--- src/rtl/vend_txn_controller.sv ---
// vend_txn_controller: coin credit, selection check, vend pulse, change return.
// Define VEND_TIMEOUT_EN to auto-refund after TIMEOUT_CYC idle cycles in CREDIT.
module vend_txn_controller #(
  parameter int PRICE_CHOC  = 10,
  parameter int PRICE_ICE   = 20,
  parameter int PRICE_COLD  = 50,
  parameter int CREDIT_W    = 6,
  parameter int STOCK_W     = 4,
  parameter int STOCK_INIT  = 5,
  parameter int TIMEOUT_CYC = 100
) (
  input  logic                clk,
  input  logic                reset,
  input  logic                coin_valid,
  input  logic [1:0]          coin_code,
  input  logic                sel_valid,
  input  logic [1:0]          select,
  input  logic                refill,
  output logic [CREDIT_W-1:0] credit,
  output logic                vend_valid,
  output logic [1:0]          vend_item,
  output logic                chg_valid,
  output logic [1:0]          chg_code,
  input  logic                chg_ready,
  output logic                busy,
  output logic                coin_reject,
  output logic                err_funds,
  output logic                err_nostock
);

  typedef enum logic [1:0] {
    S_IDLE, S_CREDIT, S_VEND, S_CHANGE
  } state_t;

  localparam logic [STOCK_W-1:0] SINIT = STOCK_W'(STOCK_INIT);

  function automatic logic [CREDIT_W-1:0] coin_val(input logic [1:0] c);
    unique case (c)
      2'b00:   return CREDIT_W'(5);
      2'b01:   return CREDIT_W'(10);
      2'b10:   return CREDIT_W'(20);
      default: return CREDIT_W'(50);
    endcase
  endfunction

  function automatic logic [CREDIT_W-1:0] price(input logic [1:0] i);
    unique case (i)
      2'b00:   return CREDIT_W'(PRICE_CHOC);
      2'b01:   return CREDIT_W'(PRICE_ICE);
      default: return CREDIT_W'(PRICE_COLD);
    endcase
  endfunction

  // Largest returnable coin not exceeding the remaining credit.
  function automatic logic [1:0] chg_pick(input logic [CREDIT_W-1:0] c);
    if (c >= CREDIT_W'(20)) return 2'b10;
    if (c >= CREDIT_W'(10)) return 2'b01;
    return 2'b00;
  endfunction

  function automatic logic [CREDIT_W-1:0] chg_val(input logic [1:0] c);
    unique case (c)
      2'b10:   return CREDIT_W'(20);
      2'b01:   return CREDIT_W'(10);
      default: return CREDIT_W'(5);
    endcase
  endfunction

  state_t              state_q, state_d;
  logic [CREDIT_W-1:0] credit_q, credit_d;
  logic [STOCK_W-1:0]  stock_q [3];
  logic [STOCK_W-1:0]  stock_d [3];
  logic                vend_valid_q, vend_valid_d;
  logic [1:0]          vend_item_q, vend_item_d;
  logic                chg_valid_q, chg_valid_d;
  logic [1:0]          chg_code_q, chg_code_d;
  logic                busy_q, busy_d;
  logic                coin_reject_q, coin_reject_d;
  logic                err_funds_q, err_funds_d;
  logic                err_nostock_q, err_nostock_d;
  logic [STOCK_W-1:0]  sel_stock;
  logic [CREDIT_W:0]   coin_sum;

`ifdef VEND_TIMEOUT_EN
  localparam int TMO_W = $clog2(TIMEOUT_CYC + 1);
  localparam logic [TMO_W-1:0] TMO_LAST = TMO_W'(TIMEOUT_CYC - 1);
  logic [TMO_W-1:0] tmo_q, tmo_d;
`else
  logic unused_tmo;
  assign unused_tmo = (TIMEOUT_CYC == 0);
`endif

  always_comb begin
    state_d       = state_q;
    credit_d      = credit_q;
    stock_d       = stock_q;
    vend_valid_d  = 1'b0;
    vend_item_d   = 2'b00;
    chg_valid_d   = 1'b0;
    chg_code_d    = 2'b00;
    coin_reject_d = 1'b0;
    err_funds_d   = 1'b0;
    err_nostock_d = 1'b0;
    sel_stock     = '0;
    for (int i = 0; i < 3; i++)
      if (select == 2'(i)) sel_stock = stock_q[i];
    coin_sum = {1'b0, credit_q} + {1'b0, coin_val(coin_code)};

    unique case (state_q)
      S_IDLE, S_CREDIT: begin
        if (sel_valid) begin
          // Selection wins; a simultaneous coin is refused.
          coin_reject_d = coin_valid;
          if (select == 2'b11) begin
            if (state_q == S_CREDIT) begin
              state_d     = S_CHANGE;
              chg_valid_d = 1'b1;
              chg_code_d  = chg_pick(credit_q);
            end
          end else if (sel_stock == '0) begin
            err_nostock_d = 1'b1;
          end else if (credit_q < price(select)) begin
            err_funds_d = 1'b1;
          end else begin
            state_d      = S_VEND;
            vend_valid_d = 1'b1;
            vend_item_d  = select;
            credit_d     = credit_q - price(select);
            for (int i = 0; i < 3; i++)
              if (select == 2'(i))
                stock_d[i] = stock_q[i] - STOCK_W'(1);
          end
        end else if (coin_valid) begin
          if (coin_sum[CREDIT_W]) begin
            coin_reject_d = 1'b1;
          end else begin
            credit_d = coin_sum[CREDIT_W-1:0];
            state_d  = S_CREDIT;
          end
        end
        if (state_q == S_IDLE && refill)
          for (int i = 0; i < 3; i++) stock_d[i] = SINIT;
      end
      S_VEND: begin
        coin_reject_d = coin_valid;
        if (credit_q != '0) begin
          state_d     = S_CHANGE;
          chg_valid_d = 1'b1;
          chg_code_d  = chg_pick(credit_q);
        end else begin
          state_d = S_IDLE;
        end
      end
      S_CHANGE: begin
        coin_reject_d = coin_valid;
        chg_valid_d   = 1'b1;
        chg_code_d    = chg_code_q;
        if (chg_valid_q && chg_ready) begin
          credit_d = credit_q - chg_val(chg_code_q);
          if (credit_d == '0) begin
            state_d     = S_IDLE;
            chg_valid_d = 1'b0;
            chg_code_d  = 2'b00;
          end else begin
            chg_code_d = chg_pick(credit_d);
          end
        end
      end
    endcase

`ifdef VEND_TIMEOUT_EN
    tmo_d = '0;
    if (state_q == S_CREDIT && !coin_valid && !sel_valid) begin
      if (tmo_q == TMO_LAST) begin
        state_d     = S_CHANGE;
        chg_valid_d = 1'b1;
        chg_code_d  = chg_pick(credit_q);
      end else begin
        tmo_d = tmo_q + TMO_W'(1);
      end
    end
`endif

    busy_d = (state_d == S_VEND) || (state_d == S_CHANGE);
  end

  always_ff @(posedge clk or posedge reset) begin
    if (reset) begin
      state_q       <= S_IDLE;
      credit_q      <= '0;
      for (int i = 0; i < 3; i++) stock_q[i] <= SINIT;
      vend_valid_q  <= 1'b0;
      vend_item_q   <= 2'b00;
      chg_valid_q   <= 1'b0;
      chg_code_q    <= 2'b00;
      busy_q        <= 1'b0;
      coin_reject_q <= 1'b0;
      err_funds_q   <= 1'b0;
      err_nostock_q <= 1'b0;
    end else begin
      state_q       <= state_d;
      credit_q      <= credit_d;
      stock_q       <= stock_d;
      vend_valid_q  <= vend_valid_d;
      vend_item_q   <= vend_item_d;
      chg_valid_q   <= chg_valid_d;
      chg_code_q    <= chg_code_d;
      busy_q        <= busy_d;
      coin_reject_q <= coin_reject_d;
      err_funds_q   <= err_funds_d;
      err_nostock_q <= err_nostock_d;
    end
  end

`ifdef VEND_TIMEOUT_EN
  always_ff @(posedge clk or posedge reset) begin
    if (reset) tmo_q <= '0;
    else       tmo_q <= tmo_d;
  end
`endif

  assign credit      = credit_q;
  assign vend_valid  = vend_valid_q;
  assign vend_item   = vend_item_q;
  assign chg_valid   = chg_valid_q;
  assign chg_code    = chg_code_q;
  assign busy        = busy_q;
  assign coin_reject = coin_reject_q;
  assign err_funds   = err_funds_q;
  assign err_nostock = err_nostock_q;

endmodule

--- config.mk ---
export PLATFORM = sky130hd
export DESIGN_NAME = vend_txn_controller
export DESIGN_NICKNAME = d
export VERILOG_FILES = /design/src/rtl/vend_txn_controller.sv
export SDC_FILE = /design/constraint.sdc
export NUM_CORES = 1
export LEC_CHECK = 0
export ABC_CLOCK_PERIOD_IN_PS = 2400
export BUFFER_PORTS_ARGS = -buffer_cell sky130_fd_sc_hd__buf_4
export CORE_MARGIN = 5
export CORE_UTILIZATION = 55
export CTS_BUF_LIST = sky130_fd_sc_hd__clkbuf_4 sky130_fd_sc_hd__clkbuf_8
export DETAILED_ROUTE_END_ITERATION = 12
export PLACE_DENSITY = 0.78
export SLEW_MARGIN = 20
export SYNTH_ARGS = -nofsm -noshare
export SYNTH_HDL_FRONTEND = slang
export SYNTH_SLANG_ARGS = --single-unit
--- constraint.sdc ---
create_clock -name clk -period 2.4 [get_ports clk]
set_clock_uncertainty 0.05 [all_clocks]
set_input_delay 0.12 -clock clk [delete_from_list [all_inputs] [get_ports clk]]
set_output_delay 0.12 -clock clk [all_outputs]
set_load 0.05 [all_outputs]
==> metrics.md, run 1 <==
| Metric | Value |
|---|---|
| Worst slew margin | 0.556 |
| GR peak layer | met2 |
| RSZ-0062 raised after global routing | true |
| Remaining DRCs | 0 |
| CP max stage delay | between 0.4 and 0.5 ns |
| Area of the core | approximately 4300 um^2 |
| Final critical-path required period | 2.51 ns |
| Syn_area_per_cell | ~8.9 um^2 |
| Post-Synthesis Cells | 271 |
| Worst r2r path cells | 11 |
| WHS Endpoint | coin_reject |
| DR pass1 iterations | 5 |
| Final setup viols | 5 |
| Met3 usage | 0.0437 |
| Area delta synth->final | 29.2% |
| Worst Path Buf+Inv | 2 |
| IO buf count | 25 |
| Most frequent cells in the layout | 48 x buf_4, 25 x inv_1, 22 x nand2_1, 20 x nor2_1, 20 x dfrtp_1 |
| Clk Latency, worst-skew pair | around 0.28 ns |
| Worst hold start | coin_valid |
| Initial core utilization | 0.559 |
| Top-area cell type share of the netlist area | 0.248 |
| Critical-path cell list | inv_2, ha_4, ha_4, inv_2, fa_2, a21o_1, nand2_2, o31ai_4, o2111ai_4, a21boi_1, a311o_1 |
| Yosys warning total | 0 |
| DIE HEIGHT | between 70 and 80 um |
| CP max FO | 3 |
| CTS Sinks | 30 |
| Nets | approximately 350 |
| Largest net degree at the start of global routing | 19 |
| Num rows | 24 |
| Post-synth cell types | 60 |
| Hold WC Path Type | in -> reg |
| DR vias/cell | ~6.2 |
| Die area | between 5000 and 6000 um^2 |
| ANT cells | 0 |
| Vias in the first global route | ~2200 |
| HPWL after DPL | about 4500 um |
| Top Ports | 26 |
| Slowest cell on the critical path | dfrtp_2 |
| Met1 Usage GRT | 0.281 |
| Main flop type after synthesis | dfrtp_1 |
| Sequential cell area fraction in the yosys report | 0.314 |
| Mapped Area | 2420 um^2 |
| Clock transition at path regs | about 0.07 ns |
| Fraction of the cycle the final worst path needs | 1.04 |
| Utilization after layout | 0.723 |
| R2R Path End | state_q[0] |
| Final ANT Viol Nets | 0 |
| Met2 Usage GRT | 0.336 |
| Area leader, netlist | dfrtp_1 |
| CTS max path bufs | 2 |
| Syn nets | about 310 |
| Critical path type | reg -> reg |
| Fill cell count | 310 |
| Failing checks | setup timing |
| Max frequency | ~400 MHz |
| Antenna violations before repair | 0 |
| Clock tree root driver cell | clkbuf_8 |
| Multi-input logic area | roughly 1700 um^2 |
| Die width | roughly 76 um |
| FFs w/ async S/R, synth | 1.00 |
| Post-synth EDFFs | 0 |
| Most common cell after layout, fill and taps aside | buf_4 |
| Tot GR Track Use | 0.213 |
| Vias after detailed routing | ~2300 |
| Hold Path Cell Cnt | 2 |
| Register Area | 763 um^2 |
| TritonCTS clock tree | built |
| Final Max Slew Viols | 0 |
| Critical path required time | about 2.5 ns |
| Final worst slack | -0.106 ns |
| Maxcap violations | 0 |
| Status | complete, but fails checks |
| Wire length per cell | about 18 um |
| Crit path capture type | register |
| Routed wire length | 6690 um |
| Synthesized flop and latch total | 30 |
| Routability congestion estimate from global placement | about 0.9 |
| Area contributors post-synth | dfrtp_1 25%, ha_1 11%, dfstp_2 6.5% |
| Setup crit start kind | register |
| Worst slew pin tran | 0.660 ns |
| Layout cells sized above 1 | 0.324 |
| Grt total ovfl | 0 |
| Initial DRC Count | around 210 |
| Reg2Reg Setup Slack | -0.11 ns |
| Arrival @ worst endpoint | roughly 2.6 ns |
| First-pass GRT wire length | a little over 10000 um |
| H-tree levels | 2 |
| Final count of hold timing violations | 0 |
| Inserted Clock Buffers | 5 |
| Reg-to-reg startpoint | chg_code[0] |
| Top delay family on crit path | compound AO/OA/AOI/OAI gates |
[worst max path at each step]
stage	slack (ns)	endpoint	startpoint	cells after the start
CTS	-0.06	state_q[0]	chg_code[1]	11
detailed placement	-0.12	state_q[0]	chg_code[0]	11
global route	-0.18	state_q[0]	chg_code[0]	11
floorplan	-0.14	chg_code[0]	chg_code[0]	11
finish	-0.11	state_q[0]	chg_code[0]	11
global placement	-0.06	state_q[0]	chg_code[0]	11
[layout make-up]
class                      count  share of cell area
clock buffer                   6              0.0264
clock inverter                 2             0.00400
inverter                      27              0.0324
multi-input combinational    203               0.550
sequential                    30               0.244
tap                           52              0.0208
timing repair buffer          50               0.122
[state kept, by name (all words and copies together), names as in the netlist]
register     cells
vend_item        2
chg_valid        1
stock_q         12
err_nostock      1
coin_reject      1
chg_code         2
vend_valid       1
credit           6
busy             1
state_q          2
err_funds        1
[cell usage after synthesis (3+ instances only)]
| cell | n |
|---|---|
| ha_1 | 21 |
| nor3_1 | 5 |
| fa_1 | 3 |
| nor2b_1 | 6 |
| nand4_1 | 4 |
| nand2b_1 | 4 |
| dfrtp_1 | 24 |
| a31oi_1 | 3 |
| mux2i_1 | 9 |
| clkbuf_1 | 8 |
| xor2_1 | 5 |
| o21ai_0 | 10 |
| nand3_1 | 8 |
| a21boi_0 | 3 |
| nor2_1 | 20 |
| a21o_1 | 4 |
| and2_1 | 4 |
| o21a_1 | 5 |
| nand2_1 | 23 |
| inv_1 | 27 |
| xnor2_1 | 5 |
| o31ai_1 | 5 |
| dfstp_2 | 6 |
| a211oi_1 | 4 |
| a21oi_1 | 7 |
[cells by family (layout without fill, tap and decap cells)]
kind of cell / count (synthesis) / in the layout / synth area share
AO/OA/AOI/OAI: 69 / 69 / 0.214
XOR/XNOR: 10 / 10 / 0.0362
adder cells (fa/ha/maj): 24 / 24 / 0.133
buffers and inverters: 38 / 85 / 0.0652
flip-flops: 30 / 30 / 0.314
multiplexers: 11 / 11 / 0.0476
AND/OR/NAND/NOR: 89 / 89 / 0.190
[what timing repair did]
item / 4_1_cts / 5_1_grt
hold buffers: 1 / 0
pin swaps: 3 / 9
hold endpoints to repair: 15 / 0
gates resized for setup: 10 / 24
setup buffers: 3 / 3
endpoints found under the setup margin: 11 / 12
[worst register-to-register path, delay by kind of cell (launching register included)]
family          cells  cell delay (ns)
compound gates      5             1.11
simple gates        1             0.08
flops               1             0.42
buf+inv             2             0.12
fa+ha+maj           3             0.59
[per-stage QoR]
step / setup WS, ns / cell area, um^2 / cells / TNS [ns] / hold slack (ns)
global placement: -0.0608 / 2780 / 356 / -0.211 / 0.179
global route: -0.177 / 3120 / 370 / -0.859 / 0.0837
floorplan: -0.136 / 2440 / 271 / -0.457 / 0.156
detailed placement: -0.118 / 2780 / 356 / -0.935 / 0.178
CTS: -0.0648 / 2960 / 368 / -0.102 / 0.0757
finish: -0.106 / 3120 / 370 / -0.324 / 0.0782
[metal layers]
metal	up-vias	wire length, um
li1	1078	-
met1	1094	2820
met2	99	3310
met3	24	348
met4	0	204
met5	-	0
Power of run 1 is not shown: default switching activity piles up to over one toggle a cycle in this logic, so the estimate is an artifact.
==> run 2: changes to the inputs <==
CAP_MARGIN = 10   (was not set)
HOLD_SLACK_MARGIN = 0.12   (was not set)
==> run 2 against run 1 <==
Fmax about the same. First-iteration DRC count up 1.4%. Setup slack better by 0.0014 ns. The flow still finishes with violations (setup timing). Critical path depth unchanged. Final cell count up 0.81%. Die area unchanged. Final area up 0.96%. Clock-buffer cell count unchanged. Sequential share of layout area down 0.23 points.
==> metrics.md, run 2 (synthesis results as in run 1) <==
| Metric | Value |
|---|---|
| Status | complete, but fails checks |
| Failing checks | setup timing |
| Clock tree root driver cell | clkbuf_8 |
| Largest Register | stock_q |
| Grt total ovfl | 0 |
| Die area | approximately 5800 um^2 |
| R2R Path End | credit[4] |
| Nets | ~350 |
| DR vias/cell | between 6 and 7 |
| Final worst slack | -0.104 ns |
| Flip-flop count of the largest register after layout | 12 |
| IO buf count | 25 |
| Worst slew margin | 0.577 |
| Final setup viols | 5 |
| Worst slew pin tran | 0.629 ns |
| Clock transition at path regs | approximately 0.060 ns |
| Area of the core | about 4300 um^2 |
| Arrival @ worst endpoint | ~2.6 ns |
| Routability congestion estimate from global placement | roughly 0.9 |
| Utilization after layout | 0.729 |
| HPWL after DPL | 4510 um |
| Fill cell count | around 310 |
| Fraction of the cycle the final worst path needs | 1.04 |
| Placed cell area | between 2000 and 3000 um^2 |
| Vias after detailed routing | ~2300 |
| Routed wire length | approximately 6800 um |
| Remaining DRCs | 0 |
| Vias in the first global route | 2178 |
| Maxcap violations | 0 |
| Tot GR Track Use | 0.216 |
| Worst r2r path cells | 11 |
| Inserted Clock Buffers | 5 |
| Placed insts | ~360 |
| TritonCTS clock tree | built |
| Antenna violations before repair | 0 |
| Clk Latency, worst-skew pair | slightly below 0.3 ns |
| DR pass1 iterations | 5 |
| Area delta synth->final | 30.4% |
| Reg2Reg Setup Slack | -0.10 ns |
| Initial core utilization | 0.559 |
| Largest net degree at the start of global routing | 19 |
| Hold Path Cell Cnt | 4 |
| Die width | around 76 um |
| Crit path capture type | register |
| Final count of hold timing violations | 0 |
| Max frequency | 399 MHz |
| Initial DRC Count | ~210 |
| Top Ports | 26 |
| Hold WC Path Type | in -> reg |
| Final ANT Viol Nets | 0 |
| Layout cells sized above 1 | 0.321 |
| Most frequent cells in the layout | 48 x buf_4, 25 x inv_1, 22 x nand2_1, 20 x nor2_1, 20 x dfrtp_1 |
| RSZ-0062 raised after global routing | true |
| ANT cells | 0 |
| H-tree levels | 2 |
| Critical path type | reg -> reg |
| Wire length per cell | 18.2 um |
| Post-route cell area | between 3000 and 4000 um^2 |
| Worst hold start | select[0] |
| Setup crit start kind | register |
| CTS Sinks | 30 |
| DIE HEIGHT | approximately 76 um |
| Critical Path Start | chg_code[1] |
| CP max FO | 3 |
| Num rows | 24 |
| Most common cell after layout, fill and taps aside | buf_4 |
| Reg-to-reg startpoint | chg_code[1] |
| Final critical-path required period | approximately 2.5 ns |
| Critical path required time | roughly 2.5 ns |
| CTS max path bufs | 2 |
| Post-Layout Cell Count | about 370 |
| First-pass GRT wire length | approximately 10000 um |
| Final Max Slew Viols | 0 |
| WHS Endpoint | err_nostock |
run 2: final cells by class:
class	count	area (um^2)	share of cell area
multi-input cells	203	1720	0.545
flip-flops and latches	30	763	0.242
repair buffers	53	412	0.131
inverters	27	101	0.0321
clock buffers	6	82.6	0.0262
well taps	52	65.1	0.0206
clock inverters	2	12.5	0.00397
run 2: worst max-delay path by stage:
stage                              to  slack (ns)  cells past startpoint
after floorplan           chg_code[0]       -0.14                     11
after global placement     state_q[0]       -0.06                     11
after detailed placement   state_q[0]       -0.12                     11
after CTS                  state_q[0]       -0.06                     11
after global routing       state_q[0]       -0.18                     11
final                       credit[4]       -0.10                     11
run 2: timing repair:
action                                  in CTS  in global routing
pin swaps                                    3                  9
hold endpoints to repair                    18                  0
gates resized for setup                     10                 24
hold buffers                                 4                  0
setup buffers                                3                  3
endpoints found under the setup margin      11                 12
cloned                                       0                  0
run 2: routing by layer:
layer  part of all wire  track usage
met5                  0            0
met3              0.058       0.0426
met2               0.49        0.341
met1               0.42        0.285
met4              0.033       0.0979
run 2: metrics by stage:
| stage | setup WS (ns) | TNS (ns) | hold slack, ns |
|---|---|---|---|
| 5_1_grt | -0.177 | -0.859 | 0.175 |
| 2_1_floorplan | -0.136 | -0.457 | 0.156 |
| 4_1_cts | -0.0648 | -0.102 | 0.128 |
| 3_3_place_gp | -0.0608 | -0.211 | 0.179 |
| 6_report | -0.104 | -0.309 | 0.133 |
| 3_5_place_dp | -0.118 | -0.935 | 0.178 |
run 2: worst max-delay path: stages, from the launching register on:
cell and delay, ns:
dfrtp_2 0.43, ha_4 0.29, ha_4 0.13, inv_2 0.03, fa_2 0.36, a21o_1 0.22
a21o_1 0.21, buf_4 0.14, buf_4 0.12, xor2_1 0.14, o21ai_0 0.15, mux2i_1 0.10
Power of run 2 is left out for the same reason.
==> run 3: changes to the inputs <==
BUFFER_PORTS_ARGS = -buffer_cell sky130_fd_sc_hd__buf_2   (was -buffer_cell sky130_fd_sc_hd__buf_4)
==> run 3 against run 2 <==
The flow still finishes with violations (setup timing). Final cell count decreased by 0.54%. Clock-buffer cell count did not move. First-iteration DRC count down 31%. Global-route usage shrank 0.36 points. Register-to-register slack about the same. Hold slack got worse by 0.014 ns. Setup slack got worse by 0.011 ns.
==> metrics.md, run 3 (synthesis results as in run 1) <==
| Metric | Value |
|---|---|
| Vias in the first global route | around 2200 |
| DR vias/cell | just over 6 |
| Layout cells sized above 1 | 0.317 |
| Critical path required time | between 2 and 3 ns |
| Routed wire length | 6450 um |
| DR pass1 iterations | 5 |
| Area of the core | ~4300 um^2 |
| Hold WC Path Type | in -> reg |
| Worst Path Buf+Inv | 1 |
| Top delay family on crit path | compound AO/OA/AOI/OAI gates |
| Initial DRC Count | ~150 |
| Failing checks | setup timing |
| TritonCTS clock tree | built |
| Maxcap violations | 0 |
| Final count of hold timing violations | 0 |
| Final worst slack | -0.115 ns |
| Critical path type | reg -> reg |
| Die area | 5820 um^2 |
| Final ANT Viol Nets | 0 |
| Status | complete, but fails checks |
| Remaining DRCs | 0 |
| Clock tree root driver cell | clkbuf_8 |
| Routability congestion estimate from global placement | between 0.9 and 1 |
| Most frequent cells in the layout | 25 x inv_1, 25 x buf_2, 23 x nand2_1, 23 x buf_4, 20 x nor2_1 |
| IO buf count | 25 |
| H-tree levels | 2 |
| Area delta synth->final | 25.8% |
| CTS Sinks | 30 |
| Final critical-path required period | 2.52 ns |
| Antenna violations before repair | 0 |
| RSZ-0062 raised after global routing | true |
| Die width | roughly 76 um |
| ANT cells | 0 |
| Worst slew margin | 0.596 |
| Flip-flop count of the largest register after layout | 12 |
| CTS max path bufs | 2 |
| CP max stage delay | ~0.43 ns |
| Setup crit start kind | register |
| Inserted Clock Buffers | 5 |
| Grt total ovfl | 0 |
| Vias after detailed routing | approximately 2300 |
| Final Max Slew Viols | 0 |
| Nets | 352 |
| Largest net degree at the start of global routing | 31 |
| Clk Latency, worst-skew pair | 0.28 ns |
| DIE HEIGHT | 76.3 um |
| Tot GR Track Use | 0.212 |
| HPWL after DPL | between 4000 and 5000 um |
| Top Ports | 26 |
| Num rows | 24 |
| Critical-path cell list | ha_4, ha_4, inv_2, fa_2, a21o_1, a21o_1, o311a_4, o311ai_0, o2bb2ai_1 |
| Arrival @ worst endpoint | 2.67 ns |
| First-pass GRT wire length | ~10000 um |
| Fraction of the cycle the final worst path needs | 1.05 |
| Max frequency | ~400 MHz |
| Slowest cell on the critical path | dfrtp_2 |
| Largest Register | stock_q |
| Hold Slack | about 0.12 ns |
| Clock transition at path regs | roughly 0.07 ns |
| CP max FO | 4 |
| Crit path capture type | register |
| Final setup viols | 7 |
| Initial core utilization | 0.559 |
| Wire length per cell | around 17 um |
| Worst slew pin tran | around 0.6 ns |
[run 3: layout make-up]
type	instances	area (um^2)
Clock buffer	6	82.6
Clock inverter	2	12.5
Fill cell	319	1280
Inverter	27	101
Multi-Input combinational cell	203	1690
Sequential cell	30	764
Tap cell	52	65.1
Timing Repair Buffer	51	329
[run 3: repair_timing]
action	CTS	global route
setup buffers	3	3
gates cloned	0	0
hold buffers	2	0
hold endpoints to repair	25	0
setup endpoints to repair	7	12
resized for setup	13	16
pin swaps	2	4
[run 3: worst paths after layout]
kind	start	end	slack [ns]	depth (start not counted)
min reg2reg	stock_q[11]	stock_q[11]	0.46	1
max	chg_code[1]	chg_code[1]	-0.12	9
max in group asynchronous	reset	stock_q[4]	1.58	4
max reg2reg	chg_code[1]	chg_code[1]	-0.12	9
min	refill	stock_q[1]	0.12	3
min in group asynchronous	reset	busy	0.40	4
[run 3: layer usage]
metal	global-route usage	share of wire
met5	0	0
met3	0.0402	0.055
met2	0.349	0.51
met1	0.273	0.40
met4	0.0839	0.028
[run 3: tightest hold or removal path: stages]
cell and delay (ns):
buf_2 0.08, and2_1 0.16, a211oi_2 0.04
[run 3: metrics by stage]
stage / TNS, ns / cell area, um^2 / std cells / utilization / setup slack (ns)
final: -0.460 / 3040 / 371 / 0.704 / -0.115
after global routing: -1.01 / 3040 / 371 / 0.704 / -0.181
after CTS: -0.0417 / 2930 / 369 / 0.679 / -0.0254
after detailed placement: -0.318 / 2710 / 356 / 0.627 / -0.0908
after global placement: -0.149 / 2710 / 356 / 0.627 / -0.0630
after floorplan: -0.457 / 2440 / 271 / - / -0.136
Power of run 3 is left out for the same reason.
